File: src/rtl/led_sweep_pkg.sv
// Shared types and helpers for the LED bar-sweep generator.
// LED_SWEEP_BOUNCE_EN selects whether mode 2'b10 decodes to bounce or to right.
package led_sweep_pkg;

  typedef enum logic [1:0] {
    MODE_RIGHT  = 2'b00,
    MODE_LEFT   = 2'b01,
    MODE_BOUNCE = 2'b10,
    MODE_RSVD   = 2'b11
  } mode_t;

  function automatic int cnt_width(input int width, input int trail);
    return $clog2(width + trail);
  endfunction

  // The reserved code, and bounce when it is not compiled in, collapse to right
  // so that mode-change detection sees only modes the hardware implements.
  function automatic mode_t decode_mode(input logic [1:0] raw);
    mode_t m;
    m = MODE_RIGHT;
    if (raw == MODE_LEFT) m = MODE_LEFT;
`ifdef LED_SWEEP_BOUNCE_EN
    if (raw == MODE_BOUNCE) m = MODE_BOUNCE;
`endif
    return m;
  endfunction

endpackage

File: src/rtl/led_sweep_if.sv
// Control/status bundle between the mode mux and the LED bar-sweep generator.
interface led_sweep_if #(
  parameter int WIDTH = 4
);
  logic             enable;
  logic             tick;
  logic [1:0]       mode;
  logic [WIDTH-1:0] led;
  logic             cycle_done;

  modport master (output enable, output tick, output mode, input led, input cycle_done);
  modport slave  (input enable, input tick, input mode, output led, output cycle_done);
endinterface

File: src/rtl/led_bar_decode.sv
// Combinational decode of a bar position into the LED pattern.
// Left-to-right index k is lit when pos-TRAIL <= k <= pos-1; reverse mirrors it.
module led_bar_decode #(
  parameter int WIDTH = 4,
  parameter int TRAIL = 2,
  parameter int PW    = 3
) (
  input  logic [PW-1:0]    pos,
  input  logic             reverse,
  output logic [WIDTH-1:0] pattern
);

  always_comb begin
    pattern = '0;
    for (int k = 0; k < WIDTH; k++) begin
      if ((int'(pos) >= k + 1) && (int'(pos) <= k + TRAIL)) begin
        if (reverse) pattern[k] = 1'b1;
        else         pattern[WIDTH-1-k] = 1'b1;
      end
    end
  end

endmodule

File: src/rtl/led_sweep.sv
// WIDTH-LED, TRAIL-long bar sweep: right, left and (with LED_SWEEP_BOUNCE_EN) bounce.
// Holds the position counter, bounce direction, mode-change restart and period pulse.
module led_sweep
  import led_sweep_pkg::*;
#(
  parameter int WIDTH = 4,
  parameter int TRAIL = 2
) (
  input  logic       clk,
  input  logic       reset,
  led_sweep_if.slave bus
);

  localparam int PW = cnt_width(WIDTH, TRAIL);
  typedef logic [PW-1:0] pos_t;

  localparam pos_t POS_LAST  = pos_t'(WIDTH + TRAIL - 1);
  localparam pos_t POS_TRAIL = pos_t'(TRAIL);
  localparam pos_t POS_ONE   = pos_t'(1);
`ifdef LED_SWEEP_BOUNCE_EN
  localparam pos_t POS_FULL   = pos_t'(WIDTH);
  localparam pos_t POS_TRAIL1 = pos_t'(TRAIL + 1);
`endif

  pos_t             pos_q, pos_d;
  mode_t            mode_q, mode_d;
  logic [WIDTH-1:0] led_q, led_d;
  logic             done_q, done_d;
`ifdef LED_SWEEP_BOUNCE_EN
  logic             dir_q, dir_d;
`endif

  logic             step;
  mode_t            mode_dec;
  logic [WIDTH-1:0] bar_pat;

  assign step     = bus.enable && bus.tick;
  assign mode_dec = decode_mode(bus.mode);

  always_comb begin
    pos_d  = pos_q;
    mode_d = mode_q;
    done_d = 1'b0;
`ifdef LED_SWEEP_BOUNCE_EN
    dir_d  = dir_q;
`endif
    if (step) begin
      mode_d = mode_dec;
      if (mode_dec != mode_q) begin
        pos_d = (mode_dec == MODE_BOUNCE) ? POS_TRAIL : '0;
`ifdef LED_SWEEP_BOUNCE_EN
        dir_d = 1'b0;
`endif
      end else if (pos_q > POS_LAST) begin
        pos_d = '0;
`ifdef LED_SWEEP_BOUNCE_EN
        dir_d = 1'b0;
      end else if (mode_dec == MODE_BOUNCE) begin
        // Bar stays fully on-screen; reflect at either end of TRAIL..WIDTH.
        if (WIDTH == TRAIL) begin
          pos_d = POS_TRAIL;
        end else if (!dir_q) begin
          if (pos_q >= POS_FULL) begin
            dir_d = 1'b1;
            pos_d = pos_q - POS_ONE;
          end else begin
            pos_d = pos_q + POS_ONE;
          end
        end else begin
          if (pos_q <= POS_TRAIL) begin
            dir_d = 1'b0;
            pos_d = pos_q + POS_ONE;
          end else begin
            pos_d  = pos_q - POS_ONE;
            done_d = (pos_q == POS_TRAIL1);
          end
        end
`endif
      end else if (pos_q == POS_LAST) begin
        pos_d  = '0;
        done_d = 1'b1;
      end else begin
        pos_d = pos_q + POS_ONE;
      end
    end
  end

  led_bar_decode #(
    .WIDTH (WIDTH),
    .TRAIL (TRAIL),
    .PW    (PW)
  ) u_decode (
    .pos     (pos_d),
    .reverse (mode_d == MODE_LEFT),
    .pattern (bar_pat)
  );

  // Pattern comes from next-pos so the LEDs move on the stepping edge itself.
  always_comb begin
    led_d = led_q;
    if (step) led_d = bar_pat;
  end

  always_ff @(posedge clk) begin
    if (reset) begin
      pos_q  <= '0;
      mode_q <= MODE_RIGHT;
      led_q  <= '0;
      done_q <= 1'b0;
`ifdef LED_SWEEP_BOUNCE_EN
      dir_q  <= 1'b0;
`endif
    end else begin
      pos_q  <= pos_d;
      mode_q <= mode_d;
      led_q  <= led_d;
      done_q <= done_d;
`ifdef LED_SWEEP_BOUNCE_EN
      dir_q  <= dir_d;
`endif
    end
  end

  assign bus.led        = led_q;
  assign bus.cycle_done = done_q;

endmodule

File: src/flat_wrapper.sv
// flat-port wrapper written by rule: the top's interface ports become plain ports
module led_sweep_flat import led_sweep_pkg::*;
#(
  parameter int WIDTH = 4,
  parameter int TRAIL = 2
)
  (clk, reset, bus_enable, bus_tick, bus_mode, bus_led, bus_cycle_done);
  led_sweep_if #(.WIDTH(WIDTH)) bus_i ();
  input  logic clk;
  input  logic reset;
  input wire logic [$bits(bus_i.enable)-1:0] bus_enable;
  input wire logic [$bits(bus_i.tick)-1:0] bus_tick;
  input wire logic [$bits(bus_i.mode)-1:0] bus_mode;
  output wire logic [$bits(bus_i.led)-1:0] bus_led;
  output wire logic [$bits(bus_i.cycle_done)-1:0] bus_cycle_done;
  assign bus_i.enable = bus_enable;
  assign bus_i.tick = bus_tick;
  assign bus_i.mode = bus_mode;
  assign bus_led = bus_i.led;
  assign bus_cycle_done = bus_i.cycle_done;
  led_sweep #(.WIDTH(WIDTH), .TRAIL(TRAIL)) u_core (.clk(clk), .reset(reset), .bus(bus_i));
endmodule
File: config.mk
export PLATFORM = sky130hd
export DESIGN_NAME = led_sweep_flat
export DESIGN_NICKNAME = d
export VERILOG_FILES = /design/src/rtl/led_sweep_pkg.sv /design/src/rtl/led_sweep_if.sv /design/src/rtl/led_bar_decode.sv /design/src/rtl/led_sweep.sv /design/src/flat_wrapper.sv
export SDC_FILE = /design/constraint.sdc
export NUM_CORES = 1
export LEC_CHECK = 0
export CAP_MARGIN = 20
export CORE_UTILIZATION = 40
export CTS_CLUSTER_DIAMETER = 40
export CTS_CLUSTER_SIZE = 16
export DETAILED_ROUTE_END_ITERATION = 12
export GPL_TIMING_DRIVEN = 1
export SETUP_SLACK_MARGIN = 0.5
export SLEW_MARGIN = 30
export SYNTH_ARGS = -nofsm -noshare
export SYNTH_HDL_FRONTEND = slang
export SYNTH_HIERARCHICAL = 1
export SYNTH_SLANG_ARGS = --single-unit
File: constraint.sdc
create_clock -name clk -period 4.49 [get_ports clk]
set_clock_uncertainty 0.15 [all_clocks]
set_input_delay 0.898 -clock clk [delete_from_list [all_inputs] [get_ports clk]]
set_output_delay 0.898 -clock clk [all_outputs]
set_load 0.01 [all_outputs]
==> Word level (Yosys, flattened, before mapping) <==
Index checks and enable logic that the tools add are counted.
{ "classes": {"addsub": 1, "n_reduce_logical": 6, "n_eq_ne": 5, "n_mux": 20, "magnitude_cmp": 9, "bitwise": 1} }
{ "op_table": {"columns": ["cell", "n"], "rows": [
  ["two-way mux 1 bit", 12],
  ["two-way mux 3 bit", 4],
  ["two-way mux 2 bit", 4],
  ["greater-or-equal comparator 3 x 2 -> 1 bit (second input constant)", 2],
  ["<= comparator 3 x 2 -> 1 bit (second input constant)", 2],
  ["<= comparator 3 bit (second input constant)", 2],
  ["logical AND 1 bit", 5],
  ["== test 2 x 1 -> 1 bit (second input constant)", 2],
  ["OR reduction 4 bit", 1],
  ["adder 3 x 1 -> 3 bit (second input constant)", 1],
  ["== test 3 bit (second input constant)", 1],
  ["greater-or-equal comparator 3 x 1 -> 1 bit (second input constant)", 1],
  ["greater-or-equal comparator 3 bit (second input constant)", 1],
  ["> comparator 3 bit (second input constant)", 1],
  ["== test 1 x 2 -> 1 bit (second input constant)", 1],
  ["!= test 1 x 2 -> 1 bit", 1],
  ["NOT 1 bit", 1]
]} }
{ "word_totals": {"inputBits": 6, "ff_bits": 10, "word_cells": 46, "output_inout_bits": 5} }

==> Longest topological paths before layout <==
{ "depth": {"ltp_word": 11, "mapped_depth": 9, "depth_no_buf": 8} }

==> By module <==
The synthesis kept the hierarchy.
{ "modules_own_cells": {"columns": ["module", "seq_area_each_um2", "cells_each", "area_per_inst_um2", "instances"], "rows": [
  ["led_sweep", 200.2, 53, 441.7, 1],
  ["led_bar_decode", 0.0, 12, 96.3, 1]
]} }

==> Least setup slack after synthesis <==
OpenSTA, ideal clock, no wires.
{ "synth_path": {"path_type": "in2reg", "from": "input bus_mode[0]", "to": "register u_core.led_q[3], in the netlist u_core/bus.led[3]", "stages": 8, "arrival_time_ns": 2.363, "setup_time_ns": 0.070, "required_ns": 4.270, "n_path_buf": 0, "path_slack_ns": 1.907, "path_cell_list": "nor2b_4 > mux2_4 > a22oi_1 > nand2_1 > or4b_1 > o221ai_1 > nand2_1 > a21oi_1"} }
{ "synth_via": {"elab_chain_cells": 11, "word_cells_on_any_way": 19, "classes_between": "4 x order compare; 4 x eq/ne; 9 x mux; 2 x reduce/logical"} }
{ "synth_rtl": {"columns": ["element", "line_no", "text"], "rows": [
  ["start, declared", "flat_wrapper.sv:13", "input wire logic [$bits(bus_i.mode)-1:0] bus_mode;"],
  ["== test 2 x 1 -> 1 bit (*)", "led_sweep_pkg.sv:21", "if (raw == MODE_LEFT) m = MODE_LEFT;"],
  ["two-way mux 1 bit (*)", "led_sweep_pkg.sv:21", null],
  ["== test 1 x 2 -> 1 bit", "led_sweep.sv:50", "pos_d = (mode_dec == MODE_BOUNCE) ? POS_TRAIL : '0;"],
  ["two-way mux 2 bit", "led_sweep.sv:50", null],
  ["two-way mux 3 bit (*)", "led_sweep.sv:49", "if (mode_dec != mode_q) begin"],
  ["two-way mux 3 bit (*)", "led_sweep.sv:47", "if (step) begin"],
  ["named net u_core.pos_d[1]", "led_sweep.sv:25", "pos_t pos_q, pos_d;"],
  ["greater-or-equal comparator 3 x 1 -> 1 bit or <= comparator 3 x 2 -> 1 bit (tied branches)", "led_bar_decode.sv:16", "if ((int'(pos) >= k + 1) && (int'(pos) <= k + TRAIL)) begin"],
  ["logical AND 1 bit", "led_bar_decode.sv:16", null],
  ["two-way mux 1 bit", "led_bar_decode.sv:16", null],
  ["two-way mux 1 bit", "led_bar_decode.sv:17", "if (reverse) pattern[k] = 1'b1;"],
  ["two-way mux 1 bit (*)", "led_bar_decode.sv:16", null],
  ["named net u_core.bar_pat[3]", "led_sweep.sv:35", "logic [WIDTH-1:0] bar_pat;"],
  ["end signal, assigned", "led_sweep.sv:116", "led_q <= led_d;"],
  ["end, declared", "led_sweep.sv:27", "logic [WIDTH-1:0] led_q, led_d;"]
]} }
The timed path passes the listed nets; every way through them passes the cells marked *.
A chain may end at the register's enable or synchronous reset.

==> Worst setup path in the final report <==
Ends and elaborated chain as after synthesis.

==> run summary <==
Detail Route Antenna Nets: 0
Routed vias: 465
Clk pin slew, worst setup/hold paths: 0.06 ns
Syn Inst Count: 65
DRT Pass-1 Iters: 4
Setup_tns: 0 ns
DR DRC count: 0
Area grow syn2layout: 23.72%
Syn_area_per_cell: 8.277 um2
Synth warnings: 6
Post-synthesis register bit count: 10
Final Setup Violations: 0
Crit-path max cell delay: 0.54 ns
Max-cap violation count: 0
Most frequent CP cell: nand2_1
Number of fill cells in the layout: 116
CTS root buffer: clkbuf_4
Syn Nets: 71
Worst-Skew Late Latency: 0.26 ns
Final nets: 83
Post-CTS setup buffer count: 0
Pwr/cell area: 271.7 mW/mm2
Largest net degree at the start of global routing: 12
Most frequent cells in the layout: nand2_1 (15), clkdlybuf4s50_1 (10), dfxtp_1 (10), a21oi_1 (7), nor3b_1 (4)
Core area: 0.001171 mm2
Via density: 5.225
Worst path cell trace: clkdlybuf4s50_1 -> nor2b_4 -> mux2_4 -> a22oi_1 -> nand2_1 -> or4b_1 -> o221ai_1 -> nand2_1 -> a21oi_1
Worst Path Arrival: 2.96 ns
Die area: 0.001496 mm2
RSZ-0062 raised after global routing: false
Slew margin rel.: 0.6404
Worst Setup End Kind: register
Crit path max fanout: 5
Hold slack: 0.3052 ns
Fin. Hold Viols: 0
I/O pin total: 11
Maximum vdd drop: 0.1412 mV
Initial core utilization: 0.4594
Synthesized cell area: 538.0 um2
H-tree Lvls: 1
Vias in the first global route: 433
Die width: 38.68 um
Grt total ovfl: 0
Maximum clock frequency: 342.6 MHz
Share of layout cells above drive strength 1: 0.09333
DR iter-0 viols: 17
Req. time, crit path: 4.53 ns
Critical-path cell with the highest stage delay: or4b_1
Gr usage total: 0.1955
Post-CTS Hold Buffers: 0
Yosys cell types: 30
Fin. max-slew vios: 0
Wire per inst: 12.55 um
TritonCTS clock tree: yes
Die Span Y: 38.68 um
Hold Crit Class: reg -> reg
Detailed placement HPWL: 815.3 um
Initial antenna violation count: 0
Port Buf Inserts: 10
WP buf/inv: 1
Crit Path Class: in -> reg
Cell class contributing the biggest share of worst-path delay: simple AND/OR/NAND/NOR gates
Status: completed
# resized after CTS: 0
CTS Buf Count: 3
Pwr Total: 0.1808 mW
Ratio of final minimum period to clock period: 0.6501
Maximum buffer depth of the clock tree: 2
# diodes: 0
Row count: 12
Measured slew at the worst slew-check pin: 0.5338 ns
Sequential-to-total area share from yosys stat: 0.3721
Pleak: 0.2446 nW
CP startpoint kind: primary input
Clock Sinks: 10
Global-route wire length before repair: 1890 um
Placer Congestion: 0.7010
Total Wirelength: 1117 um
Fin crit period: 2.919 ns
Most common cell after layout, fill and taps aside: nand2_1
==> Yosys cell counts <==
cell | number | area share
nor3_1 | 1 | 0.0093
o211ai_1 | 1 | 0.014
or3b_2 | 1 | 0.016
a21oi_1 | 7 | 0.065
buf_2 | 1 | 0.0093
nand2_1 | 15 | 0.10
a211oi_1 | 1 | 0.014
nand2b_1 | 2 | 0.023
mux2i_1 | 2 | 0.037
a22o_1 | 1 | 0.016
nor2_1 | 1 | 0.0070
a22oi_1 | 1 | 0.014
and2_1 | 1 | 0.012
or2b_1 | 1 | 0.014
and4b_1 | 1 | 0.019
nand3b_1 | 1 | 0.014
nor2b_4 | 1 | 0.026
inv_1 | 1 | 0.0070
o221ai_1 | 1 | 0.016
nor3b_1 | 4 | 0.056
or2_2 | 1 | 0.012
o21ai_1 | 1 | 0.0093
o21ai_0 | 1 | 0.0093
nor2b_1 | 2 | 0.023
nand4bb_1 | 1 | 0.021
mux2_4 | 1 | 0.028
dfxtp_1 | 10 | 0.37
or4b_1 | 1 | 0.019
clkbuf_1 | 1 | 0.0070
buf_1 | 1 | 0.0070
==> worst min-delay path: stages, from the launching register on <==
cell and delay [ns]:
dfxtp_1 0.31, nand2_1 0.05, a21oi_1 0.05
==> per-layer routing <==
metal | track usage | part of all wire | vias to the layer above
met5 | 0 | 0 | -
met4 | 0.1034 | 0.024 | 0
met3 | 0.08671 | 0.048 | 5
met2 | 0.3125 | 0.43 | 11
met1 | 0.2138 | 0.49 | 200
li1 | - | - | 249
==> metrics by stage <==
stage	worst slack [ns]	cell area, um2	std cells	utilization
2_1_floorplan	1.907	538.0	65	-
3_3_place_gp	1.317	643.1	86	0.5491
3_5_place_dp	1.292	643.1	86	0.5491
4_1_cts	1.570	665.6	89	0.5684
5_1_grt	1.456	665.6	89	0.5684
6_report	1.571	665.6	89	0.5684
==> worst paths after layout <==
check / from / to / slack [ns] / depth (start not counted)
setup / recovery: bus_mode[0] / u_core/bus.led[3]$_SDFFE_PP0P_ / 1.57 / 9
hold / removal: u_core/bus.led[1]$_SDFFE_PP0P_ / u_core/bus.led[1]$_SDFFE_PP0P_ / 0.31 / 2
setup reg to reg: u_core/mode_q[0]$_SDFF_PP0_ / u_core/bus.led[3]$_SDFFE_PP0P_ / 2.42 / 8
hold reg to reg: u_core/bus.led[1]$_SDFFE_PP0P_ / u_core/bus.led[1]$_SDFFE_PP0P_ / 0.31 / 2
==> logic make-up (layout without fill, tap and decap cells) <==
| group | after synthesis | after routing | share of synthesized area |
|---|---|---|---|
| AND/OR/NAND/NOR | 34 | 34 | 0.3744 |
| AO/OA/AOI/OAI | 14 | 14 | 0.1581 |
| flip-flops | 10 | 10 | 0.3721 |
| buffers and inverters | 4 | 14 | 0.03020 |
| multiplexers | 3 | 3 | 0.06511 |
==> flip-flops by register name, indices dropped and copies added (netlist names) <==
name                   count
u_core/bus.led             4
u_core/pos_q               3
u_core/mode_q              2
u_core/bus.cycle_done      1
==> cell type report <==
type                            count  area, um2  share of cell area
Tap cell                           14      17.52             0.02632
Multi-Input combinational cell     51      321.6              0.4831
Timing Repair Buffer               10      100.1              0.1504
Inverter                            1      3.754            0.005639
Sequential cell                    10      200.2              0.3008
Clock buffer                        3      22.52             0.03383
==> power by group <==
| group | internal (mW) | switching [mW] |
|---|---|---|
| combinational | 0.0147 | 0.0130 |
| clock | 0.0309 | 0.0294 |
| sequential | 0.0907 | 0.00210 |
| total | 0.136 | 0.0445 |
No activity file was read; power rests on OpenSTA's default activity.
